**src/rtl/rv_fetch_queue.sv**
```systemverilog
// Circular halfword fetch queue: realigns 16/32-bit instructions across the ring boundary.
// Define RV_FETCH_QUEUE_BYPASS_EN to present a pushed instruction in the same cycle when empty.
module rv_fetch_queue #(
    parameter int                          IADDR_SPACE_BITS = 16,
    parameter int                          DEPTH_BITS       = 3,
    parameter logic [IADDR_SPACE_BITS-2:0] RESET_PC         = '0
) (
    input  logic                          i_clk,
    input  logic                          i_reset,
    input  logic                          i_flush,
    input  logic [IADDR_SPACE_BITS-2:0]   i_flush_pc,
    input  logic                          i_push_valid,
    input  logic                          i_push_double,
    input  logic [15:0]                   i_data_lo,
    input  logic [15:0]                   i_data_hi,
    output logic                          o_push_ready,
    output logic                          o_valid,
    output logic [31:0]                   o_instr,
    output logic                          o_is_comp,
    output logic [IADDR_SPACE_BITS-2:0]   o_pc,
    output logic [IADDR_SPACE_BITS-2:0]   o_pc_next,
    input  logic                          i_pop,
    output logic [DEPTH_BITS:0]           o_count
);

    localparam int                          DEPTH     = 2 ** DEPTH_BITS;
    localparam logic [DEPTH_BITS:0]         READY_MAX = (DEPTH_BITS + 1)'(DEPTH - 2);
    localparam logic [DEPTH_BITS:0]         CNT_ONE   = (DEPTH_BITS + 1)'(1);
    localparam logic [DEPTH_BITS:0]         CNT_TWO   = (DEPTH_BITS + 1)'(2);
    localparam logic [DEPTH_BITS-1:0]       PTR_ONE   = DEPTH_BITS'(1);
    localparam logic [IADDR_SPACE_BITS-2:0] PC_ONE    = (IADDR_SPACE_BITS - 1)'(1);
    localparam logic [IADDR_SPACE_BITS-2:0] PC_TWO    = (IADDR_SPACE_BITS - 1)'(2);

    logic [15:0]                 mem [DEPTH];
    logic [DEPTH_BITS-1:0]       rd_ptr;
    logic [DEPTH_BITS-1:0]       wr_ptr;
    logic [DEPTH_BITS-1:0]       rd_ptr_p1;
    logic [DEPTH_BITS-1:0]       wr_ptr_p1;
    logic [DEPTH_BITS:0]         count;
    logic [DEPTH_BITS:0]         push_amt;
    logic [DEPTH_BITS:0]         pop_amt;
    logic [IADDR_SPACE_BITS-2:0] pc;
    logic [15:0]                 h0;
    logic [15:0]                 h1;
    logic                        q_comp;
    logic                        q_valid;
    logic [31:0]                 q_instr;
    logic                        push_acc;
    logic                        pop_acc;

    assign rd_ptr_p1 = rd_ptr + PTR_ONE;
    assign wr_ptr_p1 = wr_ptr + PTR_ONE;
    assign h0        = mem[rd_ptr];
    assign h1        = mem[rd_ptr_p1];
    assign q_comp    = (h0[1:0] != 2'b11);
    assign q_valid   = q_comp ? (count != '0) : (count >= CNT_TWO);
    assign q_instr   = q_comp ? {16'h0000, h0} : {h1, h0};

    assign o_push_ready = (count <= READY_MAX);
    assign o_count      = count;
    assign o_pc         = pc;
    assign o_pc_next    = pc + (o_is_comp ? PC_ONE : PC_TWO);

    assign push_acc = i_push_valid & o_push_ready & ~i_flush;
    assign pop_acc  = i_pop & o_valid & ~i_flush;
    assign push_amt = push_acc ? (i_push_double ? CNT_TWO : CNT_ONE) : '0;
    assign pop_amt  = pop_acc ? (o_is_comp ? CNT_ONE : CNT_TWO) : '0;

`ifdef RV_FETCH_QUEUE_BYPASS_EN
    logic        byp_sel;
    logic [15:0] byp_first;
    logic        byp_comp;

    assign byp_sel   = (count == '0) & push_acc;
    assign byp_first = i_push_double ? i_data_lo : i_data_hi;
    assign byp_comp  = (byp_first[1:0] != 2'b11);

    always_comb begin
        o_valid   = q_valid;
        o_is_comp = q_comp;
        o_instr   = q_instr;
        if (byp_sel) begin
            o_valid   = byp_comp | i_push_double;
            o_is_comp = byp_comp;
            o_instr   = byp_comp ? {16'h0000, byp_first} : {i_data_hi, i_data_lo};
        end
    end
`else
    always_comb begin
        o_valid   = q_valid;
        o_is_comp = q_comp;
        o_instr   = q_instr;
    end
`endif

    // In the bypass case the consumed halfwords are still written; rd_ptr simply steps over them.
    always_ff @(posedge i_clk) begin
        if (push_acc) begin
            if (i_push_double) begin
                mem[wr_ptr]    <= i_data_lo;
                mem[wr_ptr_p1] <= i_data_hi;
            end else begin
                mem[wr_ptr] <= i_data_hi;
            end
        end
    end

    always_ff @(posedge i_clk or posedge i_reset) begin
        if (i_reset) begin
            rd_ptr <= '0;
            wr_ptr <= '0;
            count  <= '0;
            pc     <= RESET_PC;
        end else if (i_flush) begin
            rd_ptr <= '0;
            wr_ptr <= '0;
            count  <= '0;
            pc     <= i_flush_pc;
        end else begin
            wr_ptr <= wr_ptr + push_amt[DEPTH_BITS-1:0];
            rd_ptr <= rd_ptr + pop_amt[DEPTH_BITS-1:0];
            count  <= count + push_amt - pop_amt;
            if (pop_acc) begin
                pc <= o_pc_next;
            end
        end
    end

endmodule

```
**config.mk**
```make
export PLATFORM = sky130hd
export DESIGN_NAME = rv_fetch_queue
export DESIGN_NICKNAME = d
export VERILOG_FILES = /design/src/rtl/rv_fetch_queue.sv
export SDC_FILE = /design/constraint.sdc
export NUM_CORES = 1
export LEC_CHECK = 0
export CAP_MARGIN = 20
export CORE_MARGIN = 1.5
export CORE_UTILIZATION = 56
export DETAILED_ROUTE_END_ITERATION = 6
export PLACE_DENSITY = 0.78
export SETUP_SLACK_MARGIN = 0.15
export SLEW_MARGIN = 20
export SYNTH_ARGS = -nofsm -noshare
export SYNTH_HDL_FRONTEND = slang
export SYNTH_SLANG_ARGS = --single-unit
```
**constraint.sdc**
```tcl
create_clock -name i_clk -period 4.8 [get_ports i_clk]
set_clock_uncertainty 0.15 [all_clocks]
set_input_delay 0.96 -clock i_clk [delete_from_list [all_inputs] [get_ports i_clk]]
set_output_delay 0.96 -clock i_clk [all_outputs]
set_load 0.02 [all_outputs]
```
==> results.py, run 1 <==
metrics = {
    "status": {
        "status": "completed",
    },
    "routing": {
        "avgRoutedWirePerCell_microns": 24.1,
        "vias_per_cell": 6.42,
        "drc": 0,
        "postRouteAntennaNets": 0,
        "num_vias": 6778,
        "postRouteWirelength_mm": 25.4,
        "dr.pass1.iters": 5,
        "drtIter0Drc": 506,
    },
    "logic_synthesis": {
        "ys_async_sr_fraction": 0.163,
        "synth.top_cell.area_share": 0.405,
        "avgSynthCellArea_sq_um": 13.9,
        "synthTopCellsByArea": "edfxtp_1, mux2_2, mux4_2",
        "synth_edf_count": 128,
        "synth_fa_ha_area_frac": 0.0263,
        "synth_ff_type": "edfxtp_1",
        "synth_top_family_by_area": "multiplexers",
        "synth_fp_nets": 755,
        "syn_area_sq_um": 9500,
        "yosysSeqAreaShare": 0.470,
        "synth_compound_area_frac": 0.0526,
        "synth-simple-area-share": 0.0785,
        "yosys_warnings": 0,
        "synthXorXnorAreaFrac": 0.0194,
        "yosys.cell_types.count": 45,
        "synth_mux_area_frac": 0.323,
        "yosysTopAreaCell": "edfxtp_1",
        "postSynthCellCount": 685,
        "ys_seq_elements": 153,
        "synth_most_common_cell": "mux2_2",
        "ys_top_cells_by_count": "mux2_2, edfxtp_1, mux4_2",
    },
    "critical_path": {
        "crit_path_top_delay_cell": "mux4_2",
        "path_cells": "mux4_2 -> mux2_4 -> nand2_2 -> ha_2 -> inv_1 -> fa_2 -> and3b_2 -> nand4_1 -> or2_4 -> xnor2_4 -> buf_4",
        "cp_max_fo": 8,
        "critical_path_class": "reg -> out",
        "required_ns": 3.69,
        "max_stage_delay_ns": 0.52,
        "cp.arrival_ns": 3.44,
        "crit_buf_inv": 2,
        "worstSetupStartpointType": "register",
        "crit_family": "multiplexers",
        "crit_path_end_kind": "primary output",
        "worstRegToRegCells": 13,
        "cp_num_cells": 11,
    },
    "clocking": {
        "cts-buffers-inserted": 17,
        "root_buffer": "clkbuf_16",
        "cts-hold-fix-buffers": 0,
        "clkSlewWorstSetupHoldPaths_ns": 0.06,
        "htreeDepth": 4,
        "cts_tree": "done",
        "clkSinkCount": 153,
        "cts_buffer_depth": 2,
        "clkLatencyLatePin_ns": 0.43,
    },
    "power": {
        "switchingPower_w": 0.00175,
        "internal_power_w": 0.00341,
        "p_clk_frac": 0.266,
        "pwr-share-comb": 0.408,
        "seqPwrFrac": 0.326,
        "ir_drop_uv": 318,
        "p_sw_frac": 0.339,
        "pwr_density_cell_nw_per_um2": 438,
        "p_leak_nw": 4.09,
    },
    "timing": {
        "slew_headroom": 0.321,
        "period_share": 0.948,
        "hold_viol_final": 0,
        "worst_slew_pin_slew_ns": 1.02,
        "finalSetupViolCount": 0,
        "final-max-slew-violation-count": 0,
        "finalSetupTns_ns": 0,
        "rsz0062_at_grt": "no",
        "holdWs_ns": 0.445,
        "fmax_mhz": 220,
        "post-route-min-period_ns": 4.55,
    },
    "grt": {
        "overflow": 0,
        "grt_use_total": 0.298,
        "grt_max_degree": 51,
        "antenna_found_initial": 0,
        "grt_pass1_wl_mm": 39.6,
        "grt_pass1_vias": 6907,
    },
    "finish": {
        "synthToLayoutAreaGrowth_pct": 24.0,
        "num_antenna_cells": 0,
        "fin_nets": 893,
        "ff_latch_area_sq_um": 4470,
        "drive_above_1_share": 0.365,
        "fill_cells": 1138,
        "multi_input_area_sq_um": 4790,
        "fin_area_sq_um": 11800,
    },
    "hold_path": {
        "whs_path_depth": 2,
        "hold_class": "reg -> reg",
    },
    "die": {
        "die_x_microns": 133,
        "die_h_microns": 133,
        "core_area_sq_um": 16600,
        "ios": 122,
        "start_util": 0.573,
        "dieArea_sq_um": 17800,
        "rows": 47,
    },
    "place": {
        "routabilityCongestion": 0.866,
        "dp_hpwl_mm": 16.8,
        "io_buffers": 121,
        "placed_cell_area_sq_um": 11100,
    },
    "job": {
        "cap_viol_max_count": 0,
    },
}
-- worst paths after layout --
| kind | from | endpoint | slack [ns] |
|---|---|---|---|
| max in group asynchronous | i_reset | rd_ptr[0] | 3.51 |
| hold / removal | o_pc[1] | o_pc[1] | 0.45 |
| hold reg to reg | o_pc[1] | o_pc[1] | 0.45 |
| min in group asynchronous | i_reset | o_pc[9] | 0.60 |
| setup reg to reg | rd_ptr[0] | o_count[3] | 1.33 |
| setup / recovery | rd_ptr[0] | o_pc_next[14] | 0.25 |
-- power groups by stage --
stage / combinational, W / clock, W / sequential, W
2_1_floorplan: 0.00128 / 0 / 0.00172
3_3_place_gp: 0.00203 / 0 / 0.00170
3_5_place_dp: 0.00208 / 0 / 0.00171
4_1_cts: 0.00209 / 0.00138 / 0.00168
5_1_grt: 0.00224 / 0.00143 / 0.00170
6_report: 0.00211 / 0.00137 / 0.00168
-- per-stage QoR --
step,setup WS (ns),utilization,power [W],std cells
global route,0.153,0.710,0.00536,1055
CTS,0.0225,0.707,0.00515,1049
global placement,0.0600,0.669,0.00373,1016
finish,0.251,0.710,0.00516,1055
detailed placement,0.00614,0.669,0.00378,1016
floorplan,0.162,-,0.00300,685
-- layer usage --
metal | part of all wire | GRT usage
met5 | 0 | 0
met4 | 0.022 | 0.0948
met3 | 0.072 | 0.0571
met2 | 0.53 | 0.526
met1 | 0.38 | 0.372
-- kinds of logic (layout without fill, tap and decap cells) --
logic type	after synthesis	count (layout)
AO/OA/AOI/OAI	69	69
XOR/XNOR	21	21
adder cells (fa/ha/maj)	17	17
buffers and inverters	67	217
flip-flops	153	153
multiplexers	208	208
AND/OR/NAND/NOR	150	150
-- final cells by class --
class | instances | area share
multi-input cells | 465 | 0.407
flip-flops and latches | 153 | 0.380
repair buffers | 168 | 0.134
clock buffers | 17 | 0.0361
well taps | 220 | 0.0234
clock inverters | 14 | 0.0144
inverters | 18 | 0.00574
-- worst reg2reg max path, cell delays in order, from the launching register on --
cell,delay [ns]
dfrtp_4,0.49
mux4_2,0.52
mux2_4,0.31
nand2_2,0.12
buf_12,0.11
inv_1,0.06
and4_1,0.22
fa_1,0.48
inv_1,0.07
ha_1,0.30
a21o_1,0.17
a21oi_1,0.17
xnor2_1,0.14
nor2_1,0.06
-- registers in the layout, indices dropped and copies added (netlist names) --
signal	cells
rd_ptr	3
mem	128
wr_ptr	3
o_count	4
o_pc	15
-- placed cells by master, fill, tap and decap left out, types with 4 or more instances in the layout --
cell type and n:
and3_1 4, inv_6 4, mux4_2 64, nor2b_1 17, dfrtp_1 23, nand3b_1 4, clkbuf_16 17, a21o_1 5
inv_1 16, clkdlybuf4s50_1 109, clkinv_1 4, mux2_2 143, edfxtp_1 128, nand2_1 51, a21oi_1 23, a2111o_1 12
nor2_1 14, a22oi_1 11, nand3_1 31, fa_1 4, xnor2_1 16, a31oi_1 4, ha_1 11, xor2_1 4
buf_4 46, dlygate4sd2_1 6, nand4_1 8
-- what timing repair did --
item,in CTS,in global routing
resized for setup,32,12
pin swaps,1,4
hold endpoints to repair,0,0
buffers inserted,2,5
setup endpoints to repair,12,9
(Power assumes the default switching activity.)
==> run 2, diff against run 1 <==
ABC_CLOCK_PERIOD_IN_PS = 4800   (was default)
CORE_ASPECT_RATIO = 0.75   (was default)
SLEW_MARGIN = default   (was 20)
==> results.py, run 2 (synthesized netlist as in run 1, its figures left out) <==
metrics = {
    "clocking": {
        "htreeDepth": 4,
        "root_buffer": "clkbuf_16",
        "cts-buffers-inserted": 17,
        "cts_buffer_depth": 2,
        "clkSlewWorstSetupHoldPaths_ns": 0.06,
        "clkLatencyLatePin_ns": 0.43,
        "cts_tree": "done",
        "clkSinkCount": 153,
        "cts-hold-fix-buffers": 0,
    },
    "timing": {
        "finalSetupTns_ns": 0,
        "final-max-slew-violation-count": 0,
        "slew_headroom": 0.254,
        "finalSetupViolCount": 0,
        "hold_viol_final": 0,
        "post-route-min-period_ns": 4.58,
        "rsz0062_at_grt": "yes",
        "period_share": 0.953,
        "fmax_mhz": 219,
        "worst_slew_pin_slew_ns": 1.12,
    },
    "grt": {
        "grt_max_degree": 51,
        "grt_pass1_wl_mm": 39.3,
        "overflow": 0,
        "grt_use_total": 0.302,
        "antenna_found_initial": 0,
        "grt_pass1_vias": 6719,
    },
    "die": {
        "start_util": 0.568,
        "dieArea_sq_um": 17800,
        "die_x_microns": 153,
        "core_area_sq_um": 16700,
        "ios": 122,
        "die_h_microns": 116,
        "rows": 41,
    },
    "finish": {
        "fin_nets": 886,
        "num_antenna_cells": 0,
        "synthToLayoutAreaGrowth_pct": 24.2,
        "largest_register_ffs": 128,
        "final_cell_mix": "mux2_2, edfxtp_1, clkdlybuf4s50_1, mux4_2, nand2_1",
        "drive_above_1_share": 0.362,
        "regMostFlops": "mem",
        "utilization": 0.706,
        "final_common_cell": "mux2_2",
    },
    "routing": {
        "postRouteAntennaNets": 0,
        "num_vias": 6757,
        "dr.pass1.iters": 5,
        "met3_wirelength_mm": 2.31,
        "top_layer_used": "met4",
        "drtIter0Drc": 604,
        "postRouteWirelength_mm": 25.8,
        "vias_per_cell": 6.47,
        "met2_length_mm": 12.5,
        "drc": 0,
        "wl_met1_mm": 10.4,
        "avgRoutedWirePerCell_microns": 24.7,
    },
    "power": {
        "pwr_density_cell_nw_per_um2": 447,
        "p_leak_nw": 4.09,
        "ir_drop_uv": 255,
    },
    "critical_path": {
        "cp.arrival_ns": 3.47,
        "cp_max_fo": 8,
        "startpoint": "rd_ptr[0]",
        "critical_path_class": "reg -> out",
        "crit_path_top_delay_cell": "mux4_2",
        "path_cells": "mux4_2 -> mux2_4 -> nand2_4 -> ha_1 -> inv_1 -> fa_1 -> and3b_2 -> nand4_1 -> or2_4 -> xnor2_4 -> buf_2",
        "worstSetupStartpointType": "register",
        "required_ns": 3.69,
        "crit_path_end_kind": "primary output",
        "timing.rr.start": "rd_ptr[0]",
        "max_stage_delay_ns": 0.52,
    },
    "hold_path": {
        "holdCritStartpoint": "o_pc[0]",
        "hold_class": "reg -> reg",
    },
    "place": {
        "io_buffers": 121,
        "routabilityCongestion": 0.846,
        "dp_hpwl_mm": 15.9,
    },
    "job": {
        "cap_viol_max_count": 0,
    },
    "status": {
        "status": "completed",
    },
}
## run 2: cell count changes in the layout (fill, tap and decap cells not counted), sizes merged
cell,previous run,this run
buf,50,42
bufinv,3,5
clkdlybuf4s15,0,2
clkinv,7,5
dlygate4sd2,6,4
clkbuf,20,21
clkinvlp,2,3
## run 2: final timing paths
check	end	slack [ns]	depth (start not counted)
min in group asynchronous	o_count[1]	0.69	2
min	o_pc[0]	0.46	2
max	o_pc_next[14]	0.22	11
max reg2reg	o_count[3]	1.29	13
max in group asynchronous	o_pc[2]	3.36	3
min reg2reg	o_pc[0]	0.46	2
## run 2: report_power, final
group          internal (W)  switching [W]
sequential          0.00156       0.000125
clock              0.000924       0.000564
combinational       0.00104        0.00106
total               0.00353        0.00175
## run 2: metal layers
metal | GRT usage | vias up
li1 | - | 2971
met1 | 0.404 | 3384
met2 | 0.492 | 351
met3 | 0.0737 | 51
met4 | 0.104 | 0
met5 | 0 | -
## run 2: area by class of cell
cell class | instances | area (sq um)
clock inverters | 15 | 221
fillers | 1121 | 4920
inverters | 18 | 67.6
flip-flops and latches | 153 | 4470
multi-input cells | 465 | 4810
clock buffers | 17 | 425
repair buffers | 161 | 1540
well taps | 215 | 269
## run 2: stage by stage
stage | setup slack (ns) | power, W | area [sq um] | std cells | hold slack (ns)
3_3_place_gp | 0.0984 | 0.00374 | 11100 | 1005 | 0.436
2_1_floorplan | 0.162 | 0.00300 | 9520 | 685 | 0.486
5_1_grt | 0.0709 | 0.00549 | 11800 | 1044 | 0.492
3_5_place_dp | 0.0765 | 0.00378 | 11100 | 1005 | 0.447
4_1_cts | 0.0816 | 0.00526 | 11700 | 1041 | 0.456
6_report | 0.223 | 0.00528 | 11800 | 1044 | 0.457
## run 2: what timing repair did
action / 4_1_cts / 5_1_grt
endpoints found under the hold margin: 0 / 0
gates cloned: 0 / 0
setup endpoints to repair: 22 / 11
setup buffers: 4 / 2
gates resized for setup: 29 / 15
pin swaps: 0 / 1
## run 2: critical path: cells and delay by family, from the launching register on
kind | cells | cell delay (ns)
flip-flops | 1 | 0.49
buffers and inverters | 2 | 0.24
XOR/XNOR | 1 | 0.12
multiplexers | 2 | 0.85
adder cells (fa/ha/maj) | 2 | 0.54
AND/OR/NAND/NOR | 4 | 0.80
